`src/rtl/uart_pkg.sv`:
```
// Shared definitions for the buffered UART: parity modes, FSM state encoding
// and a constant-evaluable ceil(log2) helper.
package uart_pkg;

    localparam int PARITY_NONE = 0;
    localparam int PARITY_ODD  = 1;
    localparam int PARITY_EVEN = 2;

    typedef enum logic [2:0] {
        ST_IDLE   = 3'd0,
        ST_START  = 3'd1,
        ST_DATA   = 3'd2,
        ST_PARITY = 3'd3,
        ST_STOP   = 3'd4
    } uart_state_t;

    function automatic int clog2(input int value);
        int result;
        result = 0;
        for (int i = 0; i < 31; i++) begin
            if ((32'sd1 <<< i) < value) begin
                result = i + 1;
            end else begin
                result = result;
            end
        end
        return result;
    endfunction

endpackage

```
`src/rtl/uart_buffered_fifo.sv`:
```
// First-word fall-through synchronous FIFO; occupancy uses one extra pointer
// bit so that full and empty are distinguished by the MSB toggle.
module sync_fifo
    import uart_pkg::*;
#(
    parameter int WIDTH = 8,
    parameter int DEPTH = 16
) (
    input  logic             clk,
    input  logic             rst,
    input  logic             wr_en,
    input  logic [WIDTH-1:0] din,
    input  logic             rd_en,
    output logic [WIDTH-1:0] dout,
    output logic             full,
    output logic             empty
);

    localparam int AW = clog2(DEPTH);
    localparam logic [AW:0] PTR_ONE = {{AW{1'b0}}, 1'b1};

    logic [WIDTH-1:0] r_mem [DEPTH];
    logic [AW:0]      r_wptr;
    logic [AW:0]      r_rptr;
    logic             w_do_wr;
    logic             w_do_rd;

    assign empty   = (r_wptr == r_rptr);
    assign full    = (r_wptr[AW] != r_rptr[AW]) && (r_wptr[AW-1:0] == r_rptr[AW-1:0]);
    assign w_do_rd = rd_en && !empty;
    // A pop in the same cycle frees the slot, so a full FIFO may still accept.
    assign w_do_wr = wr_en && (!full || w_do_rd);
    assign dout    = empty ? {WIDTH{1'b0}} : r_mem[r_rptr[AW-1:0]];

    // Read/write pointer update
    always_ff @(posedge clk) begin
        if (rst) begin
            r_wptr <= {(AW+1){1'b0}};
            r_rptr <= {(AW+1){1'b0}};
        end else begin
            if (w_do_wr) begin
                r_wptr <= r_wptr + PTR_ONE;
            end
            if (w_do_rd) begin
                r_rptr <= r_rptr + PTR_ONE;
            end
        end
    end

    // Storage array write port
    always_ff @(posedge clk) begin
        if (w_do_wr) begin
            r_mem[r_wptr[AW-1:0]] <= din;
        end
    end

endmodule

```
`src/rtl/uart_buffered.sv`:
```
// Buffered UART: host byte bus <-> TX/RX FIFOs <-> serial FSMs, with sticky
// receive error flags and a fixed clocks-per-bit baud divisor.
module uart_buffered
    import uart_pkg::*;
#(
    parameter int CLKS_PER_BIT = 16,
    parameter int DATA_BITS    = 8,
    parameter int PARITY       = 0,
    parameter int STOP_BITS    = 1,
    parameter int FIFO_DEPTH   = 16
) (
    input  logic                 clk,
    input  logic                 rst,
    input  logic [DATA_BITS-1:0] din,
    input  logic                 wr_en,
    output logic                 wr_rdy,
    input  logic                 rd_en,
    output logic                 rd_rdy,
    output logic [DATA_BITS-1:0] dout,
    input  logic                 rx,
    output logic                 tx,
    input  logic                 err_clr,
    output logic                 parity_err,
    output logic                 frame_err,
    output logic                 overrun
);

    localparam int CW = clog2(CLKS_PER_BIT);
    localparam int BW = clog2(DATA_BITS);
    localparam logic [CW-1:0] CNT_ZERO = {CW{1'b0}};
    localparam logic [CW-1:0] CNT_ONE  = CW'(1);
    localparam logic [CW-1:0] CNT_LAST = CW'(CLKS_PER_BIT - 1);
    localparam logic [CW-1:0] CNT_HALF = CW'(CLKS_PER_BIT / 2 - 1);
    localparam logic [BW-1:0] BIT_ZERO = {BW{1'b0}};
    localparam logic [BW-1:0] BIT_ONE  = BW'(1);
    localparam logic [BW-1:0] BIT_LAST = BW'(DATA_BITS - 1);
    localparam logic [BW-1:0] STOP_LAST = BW'(STOP_BITS - 1);
    localparam logic PAR_EN  = (PARITY != PARITY_NONE) && (PARITY <= PARITY_EVEN);
    localparam logic PAR_ODD = (PARITY == PARITY_ODD);

    logic                 w_tx_push;
    logic                 w_tx_pop;
    logic                 w_tx_full;
    logic                 w_tx_empty;
    logic [DATA_BITS-1:0] w_tx_head;
    logic                 w_rx_push;
    logic                 w_rx_pop;
    logic                 w_rx_full;
    logic                 w_rx_empty;

    uart_state_t          r_tx_state, w_tx_state_nxt;
    logic [CW-1:0]        r_tx_cnt, w_tx_cnt_nxt;
    logic [BW-1:0]        r_tx_bit, w_tx_bit_nxt;
    logic [DATA_BITS-1:0] r_tx_shift, w_tx_shift_nxt;
    logic                 r_tx_par, w_tx_par_nxt;
    logic                 r_tx, w_tx_line_nxt;

    uart_state_t          r_rx_state, w_rx_state_nxt;
    logic [CW-1:0]        r_rx_cnt, w_rx_cnt_nxt;
    logic [BW-1:0]        r_rx_bit, w_rx_bit_nxt;
    logic [DATA_BITS-1:0] r_rx_shift, w_rx_shift_nxt;
    logic                 r_rx_par, w_rx_par_nxt;
    logic                 r_rx_meta, r_rx_sync, r_rx_prev;
    logic                 w_rx_stop_smp;
    logic                 w_rx_par_bad;
    logic                 r_parity_err, r_frame_err, r_overrun;

    assign w_tx_push = wr_en && !w_tx_full;
    assign w_rx_pop  = rd_en && !w_rx_empty;
    assign wr_rdy    = !w_tx_full;
    assign rd_rdy    = !w_rx_empty;
    assign tx        = r_tx;
    assign parity_err = r_parity_err;
    assign frame_err  = r_frame_err;
    assign overrun    = r_overrun;

    sync_fifo #(.WIDTH(DATA_BITS), .DEPTH(FIFO_DEPTH)) u_tx_fifo (
        .clk   (clk),
        .rst   (rst),
        .wr_en (w_tx_push),
        .din   (din),
        .rd_en (w_tx_pop),
        .dout  (w_tx_head),
        .full  (w_tx_full),
        .empty (w_tx_empty)
    );

    sync_fifo #(.WIDTH(DATA_BITS), .DEPTH(FIFO_DEPTH)) u_rx_fifo (
        .clk   (clk),
        .rst   (rst),
        .wr_en (w_rx_push),
        .din   (r_rx_shift),
        .rd_en (w_rx_pop),
        .dout  (dout),
        .full  (w_rx_full),
        .empty (w_rx_empty)
    );

    // TX next-state logic; w_tx_line_nxt is the level tx takes on the next edge
    always_comb begin
        w_tx_state_nxt = r_tx_state;
        w_tx_cnt_nxt   = r_tx_cnt + CNT_ONE;
        w_tx_bit_nxt   = r_tx_bit;
        w_tx_shift_nxt = r_tx_shift;
        w_tx_par_nxt   = r_tx_par;
        w_tx_line_nxt  = r_tx;
        w_tx_pop       = 1'b0;
        case (r_tx_state)
            ST_IDLE: begin
                w_tx_cnt_nxt = CNT_ZERO;
                w_tx_bit_nxt = BIT_ZERO;
                if (!w_tx_empty) begin
                    w_tx_pop       = 1'b1;
                    w_tx_shift_nxt = w_tx_head;
                    w_tx_par_nxt   = (^w_tx_head) ^ PAR_ODD;
                    w_tx_state_nxt = ST_START;
                    w_tx_line_nxt  = 1'b0;
                end else begin
                    w_tx_line_nxt  = 1'b1;
                end
            end
            ST_START: begin
                if (r_tx_cnt == CNT_LAST) begin
                    w_tx_cnt_nxt   = CNT_ZERO;
                    w_tx_state_nxt = ST_DATA;
                    w_tx_line_nxt  = r_tx_shift[0];
                end else begin
                    w_tx_line_nxt  = 1'b0;
                end
            end
            ST_DATA: begin
                if (r_tx_cnt == CNT_LAST) begin
                    w_tx_cnt_nxt = CNT_ZERO;
                    if (r_tx_bit == BIT_LAST) begin
                        w_tx_bit_nxt = BIT_ZERO;
                        if (PAR_EN) begin
                            w_tx_state_nxt = ST_PARITY;
                            w_tx_line_nxt  = r_tx_par;
                        end else begin
                            w_tx_state_nxt = ST_STOP;
                            w_tx_line_nxt  = 1'b1;
                        end
                    end else begin
                        w_tx_bit_nxt   = r_tx_bit + BIT_ONE;
                        w_tx_shift_nxt = r_tx_shift >> 1;
                        w_tx_line_nxt  = r_tx_shift[1];
                    end
                end else begin
                    w_tx_line_nxt = r_tx_shift[0];
                end
            end
            ST_PARITY: begin
                if (r_tx_cnt == CNT_LAST) begin
                    w_tx_cnt_nxt   = CNT_ZERO;
                    w_tx_state_nxt = ST_STOP;
                    w_tx_line_nxt  = 1'b1;
                end else begin
                    w_tx_line_nxt  = r_tx_par;
                end
            end
            ST_STOP: begin
                w_tx_line_nxt = 1'b1;
                if (r_tx_cnt == CNT_LAST) begin
                    w_tx_cnt_nxt = CNT_ZERO;
                    // r_tx_bit counts stop bits here
                    if (r_tx_bit == STOP_LAST) begin
                        w_tx_bit_nxt   = BIT_ZERO;
                        w_tx_state_nxt = ST_IDLE;
                    end else begin
                        w_tx_bit_nxt   = r_tx_bit + BIT_ONE;
                    end
                end else begin
                    w_tx_state_nxt = ST_STOP;
                end
            end
            default: begin
                w_tx_state_nxt = ST_IDLE;
                w_tx_cnt_nxt   = CNT_ZERO;
                w_tx_line_nxt  = 1'b1;
            end
        endcase
    end

    // TX state and line registers
    always_ff @(posedge clk) begin
        if (rst) begin
            r_tx_state <= ST_IDLE;
            r_tx_cnt   <= CNT_ZERO;
            r_tx_bit   <= BIT_ZERO;
            r_tx_shift <= {DATA_BITS{1'b0}};
            r_tx_par   <= 1'b0;
            r_tx       <= 1'b1;
        end else begin
            r_tx_state <= w_tx_state_nxt;
            r_tx_cnt   <= w_tx_cnt_nxt;
            r_tx_bit   <= w_tx_bit_nxt;
            r_tx_shift <= w_tx_shift_nxt;
            r_tx_par   <= w_tx_par_nxt;
            r_tx       <= w_tx_line_nxt;
        end
    end

    // rx synchronizer plus one delayed copy for falling-edge detection
    always_ff @(posedge clk) begin
        if (rst) begin
            r_rx_meta <= 1'b1;
            r_rx_sync <= 1'b1;
            r_rx_prev <= 1'b1;
        end else begin
            r_rx_meta <= rx;
            r_rx_sync <= r_rx_meta;
            r_rx_prev <= r_rx_sync;
        end
    end

    // RX next-state logic; all samples are taken at mid-bit
    always_comb begin
        w_rx_state_nxt = r_rx_state;
        w_rx_cnt_nxt   = r_rx_cnt + CNT_ONE;
        w_rx_bit_nxt   = r_rx_bit;
        w_rx_shift_nxt = r_rx_shift;
        w_rx_par_nxt   = r_rx_par;
        case (r_rx_state)
            ST_IDLE: begin
                w_rx_cnt_nxt = CNT_ZERO;
                w_rx_bit_nxt = BIT_ZERO;
                if (r_rx_prev && !r_rx_sync) begin
                    w_rx_state_nxt = ST_START;
                end else begin
                    w_rx_state_nxt = ST_IDLE;
                end
            end
            ST_START: begin
                if (r_rx_cnt == CNT_HALF) begin
                    w_rx_cnt_nxt   = CNT_ZERO;
                    w_rx_state_nxt = r_rx_sync ? ST_IDLE : ST_DATA;
                end else begin
                    w_rx_state_nxt = ST_START;
                end
            end
            ST_DATA: begin
                if (r_rx_cnt == CNT_LAST) begin
                    w_rx_cnt_nxt   = CNT_ZERO;
                    w_rx_shift_nxt = {r_rx_sync, r_rx_shift[DATA_BITS-1:1]};
                    if (r_rx_bit == BIT_LAST) begin
                        w_rx_bit_nxt   = BIT_ZERO;
                        w_rx_state_nxt = PAR_EN ? ST_PARITY : ST_STOP;
                    end else begin
                        w_rx_bit_nxt   = r_rx_bit + BIT_ONE;
                    end
                end else begin
                    w_rx_state_nxt = ST_DATA;
                end
            end
            ST_PARITY: begin
                if (r_rx_cnt == CNT_LAST) begin
                    w_rx_cnt_nxt   = CNT_ZERO;
                    w_rx_par_nxt   = r_rx_sync;
                    w_rx_state_nxt = ST_STOP;
                end else begin
                    w_rx_state_nxt = ST_PARITY;
                end
            end
            ST_STOP: begin
                if (r_rx_cnt == CNT_LAST) begin
                    w_rx_cnt_nxt   = CNT_ZERO;
                    w_rx_state_nxt = ST_IDLE;
                end else begin
                    w_rx_state_nxt = ST_STOP;
                end
            end
            default: begin
                w_rx_state_nxt = ST_IDLE;
                w_rx_cnt_nxt   = CNT_ZERO;
            end
        endcase
    end

    // RX state registers
    always_ff @(posedge clk) begin
        if (rst) begin
            r_rx_state <= ST_IDLE;
            r_rx_cnt   <= CNT_ZERO;
            r_rx_bit   <= BIT_ZERO;
            r_rx_shift <= {DATA_BITS{1'b0}};
            r_rx_par   <= 1'b0;
        end else begin
            r_rx_state <= w_rx_state_nxt;
            r_rx_cnt   <= w_rx_cnt_nxt;
            r_rx_bit   <= w_rx_bit_nxt;
            r_rx_shift <= w_rx_shift_nxt;
            r_rx_par   <= w_rx_par_nxt;
        end
    end

    // Commit decision at the first stop-bit sample; a full FIFO drops the byte
    assign w_rx_stop_smp = (r_rx_state == ST_STOP) && (r_rx_cnt == CNT_LAST);
    assign w_rx_par_bad  = PAR_EN && (((^r_rx_shift) ^ PAR_ODD) != r_rx_par);
    assign w_rx_push     = w_rx_stop_smp && r_rx_sync && !w_rx_full;

    // Sticky error flags; a new event wins over a simultaneous clear
    always_ff @(posedge clk) begin
        if (rst) begin
            r_parity_err <= 1'b0;
            r_frame_err  <= 1'b0;
            r_overrun    <= 1'b0;
        end else begin
            r_parity_err <= (r_parity_err && !err_clr) || (w_rx_stop_smp && r_rx_sync && w_rx_par_bad);
            r_frame_err  <= (r_frame_err && !err_clr) || (w_rx_stop_smp && !r_rx_sync);
            r_overrun    <= (r_overrun && !err_clr) || (w_rx_stop_smp && r_rx_sync && w_rx_full);
        end
    end

endmodule

```
`config.mk`:
```
export PLATFORM = sky130hd
export DESIGN_NAME = uart_buffered
export DESIGN_NICKNAME = d
export VERILOG_FILES = /design/src/rtl/uart_pkg.sv /design/src/rtl/uart_buffered_fifo.sv /design/src/rtl/uart_buffered.sv
export SDC_FILE = /design/constraint.sdc
export NUM_CORES = 1
export LEC_CHECK = 0
export BUFFER_PORTS_ARGS = -buffer_cell sky130_fd_sc_hd__buf_2
export CELL_PAD_IN_SITES_DETAIL_PLACEMENT = 1
export CELL_PAD_IN_SITES_GLOBAL_PLACEMENT = 1
export CORE_AREA = 10 10 169 171
export CTS_CLUSTER_SIZE = 30
export DETAILED_ROUTE_END_ITERATION = 8
export DIE_AREA = 0 0 179 181
export PLACE_DENSITY = 0.84
export SKIP_LAST_GASP = 1
export SYNTH_ARGS = -nofsm -noshare
export SYNTH_HDL_FRONTEND = slang
export SYNTH_HIERARCHICAL = 1
export SYNTH_SLANG_ARGS = --single-unit
export TNS_END_PERCENT = 30
```
`constraint.sdc`:
```
create_clock -name clk -period 5.65 [get_ports clk]
set_clock_uncertainty 0.15 [all_clocks]
set_input_delay 0.565 -clock clk [delete_from_list [all_inputs] [get_ports clk]]
set_output_delay 0.565 -clock clk [all_outputs]
set_load 0.01 [all_outputs]
```
## Word-level counts from Yosys, hierarchy flattened

Memory sizes are Yosys's and may differ from the RTL's. A register that Yosys moved wholly into a read port is not among the register bits.
Cells that the tools add are included.

| operators by class | value |
|---|---|
| add/sub/neg operators | 8 |
| multiply operators | 0 |
| div/mod/pow operators | 0 |
| order comparisons | 0 |
| equal/unequal tests | 29 |
| shift operators | 0 |
| mux-type cells | 49 |
| bitwise logic cells | 2 |
| reductions and logical operators | 43 |

Operators with widths:

| kind | count |
|---|---|
| 3-bit two-way mux | 17 |
| 8-bit two-way mux | 5 |
| 3-bit case mux with 5 select lines | 2 |
| 4-bit two-way mux | 6 |
| 5-bit by 1-bit adder with 5-bit output (second input constant) | 4 |
| 1-bit logical AND | 17 |
| 2-bit != test (second input constant) | 8 |
| 8-bit case mux with 2 select lines | 1 |
| 3-bit by 2-bit equality test with 1-bit output (second input constant) | 4 |
| 3-bit equality test (second input constant) | 4 |
| 1-bit two-way mux | 12 |
| 5-bit equality test | 2 |
| 3-bit zero test | 3 |
| 3-bit case mux with 3 select lines | 1 |
| 4-bit by 1-bit adder with 4-bit output (second input constant) | 2 |
| 4-bit equality test | 2 |
| 4-bit equality test (second input constant) | 2 |
| 4-bit case mux with 2 select lines | 1 |
| 8-bit XOR reduction | 1 |
| 3-bit by 1-bit adder with 3-bit output (second input constant) | 2 |
| 3-bit by 1-bit equality test with 1-bit output (second input constant) | 2 |
| 1-bit zero test | 6 |
| 3-bit != test (second input constant) | 2 |
| 3-bit case mux with 2 select lines | 1 |
| 14 further kinds | 24 |

| storage, ports and cells | value |
|---|---|
| flip-flop bits (word level) | 64 |
| latch bits | 0 |
| RAM bits | 256 |
| memory bits (read-only) | 0 |
| bits of input ports | 14 |
| output and inout port bits | 14 |
| memories kept | 2 |

Memories:

| name | depth | bits a word | read ports | clocked after Yosys merged registers in | write ports | line | RTL |
|---|---|---|---|---|---|---|---|
| u_rx_fifo.r_mem | 16 | 8 | 1 | 1 | 1 | uart_buffered_fifo.sv:22 | `logic [WIDTH-1:0] r_mem [DEPTH];` |
| u_tx_fifo.r_mem | 16 | 8 | 1 | 1 | 1 | uart_buffered_fifo.sv:22 |  |

## Longest topological paths before layout

Gate-level depths: netlist of the first run.

| depth | value |
|---|---|
| depth after elaboration | 8 |
| gate-level depth with buffers | 10 |
| gate-level depth less buffers | 9 |

## Modules after synthesis

The synthesis of the first run kept the hierarchy.

By module, submodules not included:

| module | instances | cells an instance | area each (µm²) |
|---|---|---|---|
| sync_fifo at u_rx_fifo | 1 | 309 | 5,703.0 |
| sync_fifo at u_tx_fifo | 1 | 308 | 5,696.7 |
| uart_buffered | 1 | 262 | 2,274.7 |

## Worst setup path before layout of the first run

OpenSTA, ideal clock, no wires.

| timing | value |
|---|---|
| path kind | flip-flop to flip-flop |
| start point | reg u_tx_fifo.r_wptr[2] |
| end point | mem u_tx_fifo.r_mem[11][0], enable pin |
| data arrival time | 2.624 ns |
| path slack | 2.491 ns |
| stages on the path, launching flop included | 10 |
| buffers on the path | 2 |
| clock period less this slack | 3.159 ns |
| path through | dfxtp_1 > buf_2 > xor2_1 > nor4_4 > and2_1 > buf_2 > nor4_2 > nor2_1 > a21o_1 > nor3b_1 |

| between the ends | value |
|---|---|
| word-level cells in the longest chain between the ends | 8 |
| elaborated cells on any way between the ends | 13 |
| classes of those cells | 2 x eq/ne; 4 x mux; 7 x reduce/logical |

Ends and longest elaborated chain:

| what | line | RTL |
|---|---|---|
| from (decl) | uart_buffered_fifo.sv:23 | `logic [AW:0] r_wptr;` |
| from (signal assigned) | uart_buffered_fifo.sv:38 | `r_wptr <= {(AW+1){1'b0}};` |
| from (signal assigned) | uart_buffered_fifo.sv:42 | `r_wptr <= r_wptr + PTR_ONE;` |
| 5-bit equality test | uart_buffered_fifo.sv:28 | `assign empty = (r_wptr == r_rptr);` |
| named net w_tx_empty | uart_buffered.sv:44 | `logic w_tx_empty;` |
| 1-bit two-way mux | uart_buffered.sv:112 | `if (!w_tx_empty) begin` |
| 1-bit two-way mux | uart_buffered.sv:108 | `case (r_tx_state)` |
| named net w_tx_pop | uart_buffered.sv:42 | `logic w_tx_pop;` |
| 1-bit logical AND | uart_buffered_fifo.sv:30 | `assign w_do_rd = rd_en && !empty;` |
| 1-bit logical OR | uart_buffered_fifo.sv:32 | `assign w_do_wr = wr_en && (!full \|\| w_do_rd);` |
| 1-bit logical AND | uart_buffered_fifo.sv:32 |  |
| 1-bit two-way mux | uart_buffered_fifo.sv:52 | `if (w_do_wr) begin` |
| 1-bit two-way mux (implied by the code) | uart_buffered_fifo.sv:53 | `r_mem[r_wptr[AW-1:0]] <= din;` |
| to (decl) | uart_buffered_fifo.sv:22 |  |

The timed path passes the listed nets, and every way through them passes these cells.

## Worst setup path in the final report of the first run

| timing | value |
|---|---|
| start point | reg u_tx_fifo.r_wptr[2] |
| end point | mem u_tx_fifo.r_mem[3][6], enable pin |

The elaborated chain is that of the path after synthesis.

==> results of run 1 <==
worst max-delay path: stages, from the launching register on:
cell and delay, ns:
dfxtp_1 0.53, xor2_1 0.27, nor4_4 0.11, and2_1 0.34
nor4_2 0.54, nor2_1 0.23, a21o_1 0.28, nor3_1 0.98
metrics by stage:
stage | utilization (%) | power, uW | instances
after CTS | 60.1 | 5610 | 1258
after detailed placement | 55.8 | 3480 | 1197
after global placement | 55.8 | 3450 | 1197
final | 60.1 | 5580 | 1258
after global routing | 60.1 | 5790 | 1258
after floorplan | - | 3320 | 879
kinds of logic after synthesis:
kind of cell | Yosys count | synth area share [%]
xor+xnor | 36 | 2.42
flops | 328 | 66.8
compound gates | 132 | 6.57
mux | 99 | 12.0
simple gates | 204 | 8.02
buf+inv | 62 | 2.63
fa+ha+maj | 18 | 1.64
final timing paths:
| check | slack, ns | depth (start not counted) | start | endpoint |
|---|---|---|---|---|
| setup / recovery | 1.79 | 7 | u_tx_fifo/r_wptr[2] | u_tx_fifo/r_mem[3][6] |
| setup reg to reg | 1.79 | 7 | u_tx_fifo/r_wptr[2] | u_tx_fifo/r_mem[3][6] |
| hold / removal | 0.1 | 2 | rx | r_rx_meta |
| hold reg to reg | 0.26 | 1 | r_rx_meta | r_rx_sync |
power by group:
part | switching (uW) | total, uW | internal, uW
clock network | 903 | 2140 | 1240
registers | 73.1 | 2710 | 2640
logic | 422 | 723 | 301
total | 1400 | 5580 | 4180
synthesized netlist by cell type (all sizes together), types with 5 or more instances:
| cell type | number | area [um^2] |
|---|---|---|
| edfxtp | 256 | 7690 |
| dfxtp | 72 | 1440 |
| a21oi | 51 | 255 |
| mux4 | 50 | 1130 |
| nor2 | 50 | 198 |
| nand2 | 48 | 180 |
| buf | 35 | 234 |
| mux2i | 33 | 330 |
| o21ai | 33 | 165 |
| and3 | 28 | 176 |
| xnor2 | 23 | 216 |
| nand3 | 19 | 108 |
| ha | 17 | 213 |
| inv | 17 | 63.8 |
| mux2 | 16 | 180 |
| a221oi | 14 | 123 |
| nor2b | 14 | 87.6 |
| xor2 | 13 | 114 |
| a311oi | 11 | 140 |
| clkbuf | 10 | 61.3 |
| and2 | 7 | 43.8 |
| nand4 | 6 | 37.5 |
| nand2b | 5 | 31.3 |
| nor3 | 5 | 25.0 |
area by class of cell:
cell class / instances / area (um^2)
clock inverter: 15 / 119
multi-input combinational: 489 / 4200
sequential: 328 / 9130
tap: 330 / 413
timing repair buffer: 33 / 180
fill: 2318 / 9980
inverter: 17 / 63.8
clock buffer: 46 / 956
state kept, by name, indices dropped and copies added (netlist names), 3 cells and up, named ones only:
name and cells:
u_rx_fifo/r_mem 128, u_tx_fifo/r_mem 128, r_rx_shift 8, r_tx_shift 8, u_rx_fifo/r_rptr 5, u_rx_fifo/r_wptr 5, u_tx_fifo/r_rptr 5, u_tx_fifo/r_wptr 5
r_rx_cnt 4, r_tx_cnt 4, r_rx_bit 3, r_rx_state 3, r_tx_bit 3, r_tx_state 3
routing by layer:
| layer | track usage (%) | share of wire [%] | vias up |
|---|---|---|---|
| li1 | - | - | 3440 |
| met4 | 5.82 | 2.7 | 0 |
| met5 | 0 | 0 | - |
| met2 | 35.2 | 54 | 214 |
| met3 | 3.15 | 3.8 | 60 |
| met1 | 24.2 | 40 | 4028 |
==> impl_metrics.csv, run 1 <==
group,metric,value,unit
run_status,status,"finished, final reports clean",
timing,hold-worst-slack,0.0982,ns
layout,syn_to_final_growth,10.1,%
clock_network,htreeDepth,2,
detailed_routing,vias,7742,
timing,worst_slew_pin_slew,1.28,ns
floorplan,die_area,32400,um^2
layout,antenna_cells,0,
worst_setup_path,worstPathMaxFanout,12,
clock_network,clockRootBuffer,"clkbuf_16",
grt,grt_first_pass_wirelength,49600,um
logic_synthesis,synthCells,879,
pwr,power.density,370,nW/um^2
layout,design_area,15100,um^2
place,portBuffers,27,
timing,relSlewSlack,14.2,%
layout,nets,934,
clock_network,cts_resized,0,
clock_network,cts_setup_buffers,0,
clock_network,clockBufferDepth,3,
place,gp_congestion,0.808,
timing,drv_slew,0,
logic_synthesis,yosys_register_bits,328,
floorplan,pin_count,28,
clock_network,clk_pin_slew,0.06,ns
logic_synthesis,synth-warning-count,6,
timing,max_freq,259,MHz
floorplan,die_w,179,um
detailed_routing,avgViaCountPerCell,6.15,
logic_synthesis,synthArstFlopShare,0,%
grt,grt_pass1_vias,8300,
floorplan,start_util,54.6,%
worst_setup_path,worstSetupEndpointType,"register",
worst_setup_path,startpoint_type,"register",
place,hpwlAfterDp,20300,um
grt,grt_remaining_overflow,0,
logic_synthesis,syn_nets,910,
grt,antenna_found_initial,0,
grt,grt.total_usage,19.8,%
logic_synthesis,synth-seq-area-share,66.8,%
detailed_routing,dr.first_iter.drc_count,619,
clock_network,cts_hold_buffers,0,
detailed_routing,wl_per_cell,25.3,um
timing,layout_worst_path_cycle_share,68.3,%
worst_setup_path,crit_type,"reg2reg",
layout,layout_commonest_cell,"edfxtp_1",
pwr,ir_drop,0.317,mV
detailed_routing,drc,0,
place,placed_cell_area,14000,um^2
grt,grt_max_degree,41,
clock_network,cts.sinks,328,
floorplan,core_region_area,25000,um^2
detailed_routing,antenna_left,0,
timing,hold_viol_final,0,
timing,finalSetupViolCount,0,
clock_network,numCtsBuffers,34,
layout,drive_above_1_share,19.3,%
timing,rsz0062_at_grt,"no",
worst_setup_path,required,5.61,ns
place,place_ws,1.84,ns
timing,worst_slack,1.79,ns
pwr,p_leak,0.00492,uW
logic_synthesis,synth_cell_type_count,65,
detailed_routing,routed_wl,31800,um
clock_network,cts_tree,"yes",
detailed_routing,firstDrtPassIters,5,
timing,post-route-min-period,3.86,ns
hold_path,hold_class,"in2reg",
logic_synthesis,synth_enable_flop_cells,256,
timing,setup-tns-final,0,ns
floorplan,rows,58,
clock_network,clock_latency,0.52,ns
logic_synthesis,synth_ff_type,"edfxtp_1",
floorplan,fp.dieH,181,um
logic_synthesis,avgSynthCellArea,15.6,um^2
logic_synthesis,netlist_area,13700,um^2
layout,layout_common_cells,"edfxtp_1 (256), dfxtp_1 (70), a21oi_1 (51), mux4_2 (50)",
worst_setup_path,arrival,3.81,ns
job,max_cap_violations,0,
Power figures use the tool's default switching activity.
==> inputs of run 2 (changes only) <==
Settings changed: CORE_AREA 10 10 169 171 to 10 10 172 174, DIE_AREA 0 0 179 181 to 0 0 182 184, PLACE_DENSITY 0.84 to 0.81.
Clock period 5.65 ns to 4 ns, I/O delays scaled along.
==> impl_metrics.csv, run 2 (synthesis results as in run 1) <==
group,metric,value,unit
place,gp_congestion,0.804,
timing,drv_slew,0,
clock_network,clockBufferDepth,3,
layout,syn_to_final_growth,11.4,%
grt,grt_pass1_vias,8111,
timing,max_freq,279,MHz
detailed_routing,antenna_left,0,
clock_network,cts_tree,"yes",
job,max_cap_violations,0,
worst_setup_path,worstPathBufferInverterCount,0,
layout,fillers,2394,
layout,design_area,15200,um^2
layout,antenna_cells,0,
detailed_routing,drc,0,
floorplan,die_w,182,um
layout,layout_commonest_cell,"edfxtp_1",
layout,multi_input_area,4190,um^2
detailed_routing,vias,7569,
layout,drive_above_1_share,19.9,%
detailed_routing,routed_wl,30500,um
layout,seqCellArea,9130,um^2
grt,grt_remaining_overflow,0,
worst_setup_path,crit_slowest_cell,"nor3_1",
worst_setup_path,startpoint_type,"register",
clock_network,clk_pin_slew,0.06,ns
detailed_routing,wl_per_cell,24.0,um
timing,worst_slew_pin_slew,1.17,ns
pwr,ir_drop,0.427,mV
worst_setup_path,slowest_delay,0.90,ns
grt,grt_first_pass_wirelength,47900,um
floorplan,core_region_area,25900,um^2
timing,relSlewSlack,21.5,%
worst_setup_path,crit_family,"simple AND/OR/NAND/NOR gates",
floorplan,die_area,33500,um^2
worst_setup_path,arrival,3.55,ns
grt,grt_max_degree,47,
timing,layout_worst_path_cycle_share,89.5,%
worst_setup_path,crit_type,"reg2reg",
clock_network,numCtsBuffers,35,
run_status,status,"finished, final reports clean",
detailed_routing,firstDrtPassIters,5,
timing,worst_slack,0.422,ns
grt,antenna_found_initial,0,
pwr,finalPower,8130,uW
hold_path,hold_class,"in2reg",
worst_setup_path,worstSetupEndpointType,"register",
clock_network,clock_latency,0.52,ns
worst_setup_path,required,3.97,ns
timing,setup-tns-final,0,ns
timing,post-route-min-period,3.58,ns
timing,hold_viol_final,0,
timing,finalSetupViolCount,0,
clock_network,cts_setup_buffers,0,
floorplan,fp.dieH,184,um
timing,rsz0062_at_grt,"no",
clock_network,cts.sinks,328,
grt,grt.total_usage,18.2,%
detailed_routing,dr.first_iter.drc_count,507,
layout,layout_common_cells,"edfxtp_1 (256), dfxtp_1 (70), a21oi_1 (51), mux4_2 (50)",
pwr,p_leak,0.00502,uW
clock_network,clockRootBuffer,"clkbuf_16",
floorplan,start_util,52.8,%
place,portBuffers,27,
place,placed_cell_area,14000,um^2
floorplan,pin_count,28,
place,hpwlAfterDp,19900,um
place,place_ws,0.558,ns
layout,nets,943,
detailed_routing,avgViaCountPerCell,5.95,
floorplan,rows,59,
pwr,power.density,534,nW/um^2
worst_setup_path,path_cells,"xor2_1 > nor4_4 > and2_1 > nor2b_1 > nor2_1 > a21o_1 > nor3_1",
clock_network,htreeDepth,2,
worst_setup_path,worstPathMaxFanout,10,
[run 2: changes by cell type in the layout (fill, tap and decap cells not counted), moves of 3 or more]
cell       previous run  this run
buf_4                 6        13
bufinv_16             1         4
clkbuf_16            34        37
clkbuf_8              6         3
[run 2: area by class of cell]
type	instances	share of cell area, %
clock inverter	19	1.35
tap	335	2.75
clock buffer	44	6.45
sequential	328	60.0
multi-input combinational	489	27.5
timing repair buffer	41	1.59
inverter	17	0.419
[run 2: tightest hold or removal path: cells and delay by family]
family	cells	cell delay, ns
buf+inv	2	0.13
simple gates	1	0.06
compound gates	1	0.05
[run 2: path summary, 6_finish.rpt]
check | depth (start not counted) | slack, ns | endpoint | startpoint
max reg2reg | 7 | 0.42 | u_rx_fifo/r_mem[3][2] | u_rx_fifo/r_wptr[2]
max | 7 | 0.42 | u_rx_fifo/r_mem[3][2] | u_rx_fifo/r_wptr[2]
min reg2reg | 1 | 0.27 | r_rx_sync | r_rx_meta
min | 4 | 0.04 | frame_err | err_clr
[run 2: timing repair]
action | 4_1_cts | 5_1_grt
endpoints found under the setup margin | 0 | 0
endpoints found under the hold margin | 1 | 0
gates resized for setup | 0 | 0
hold buffers | 1 | 0
[run 2: through the flow]
stage | cells | hold slack, ns | utilization (%)
finish | 1273 | 0.0397 | 58.8
global route | 1273 | 0.0395 | 58.8
CTS | 1273 | 0.0258 | 58.8
detailed placement | 1209 | 0.257 | 54.2
global placement | 1209 | 0.245 | 54.2
floorplan | 879 | 0.239 | -
[run 2: where the power goes]
group	leakage (uW)	internal, uW	switching (uW)
Sequential	0.00293	3730	66.0
Combinational	0.00151	431	623
Clock	0.000583	2000	1280
[run 2: routing by layer]
layer | wire length, um | share of wire (%) | vias to the layer above | track usage (%)
li1 | - | - | 3470 | -
met1 | 12600 | 41 | 3875 | 22.5
met4 | 631 | 2.1 | 0 | 5.24
met5 | 0 | 0 | - | 0
met2 | 16000 | 52 | 181 | 32.4
met3 | 1330 | 4.4 | 43 | 2.83
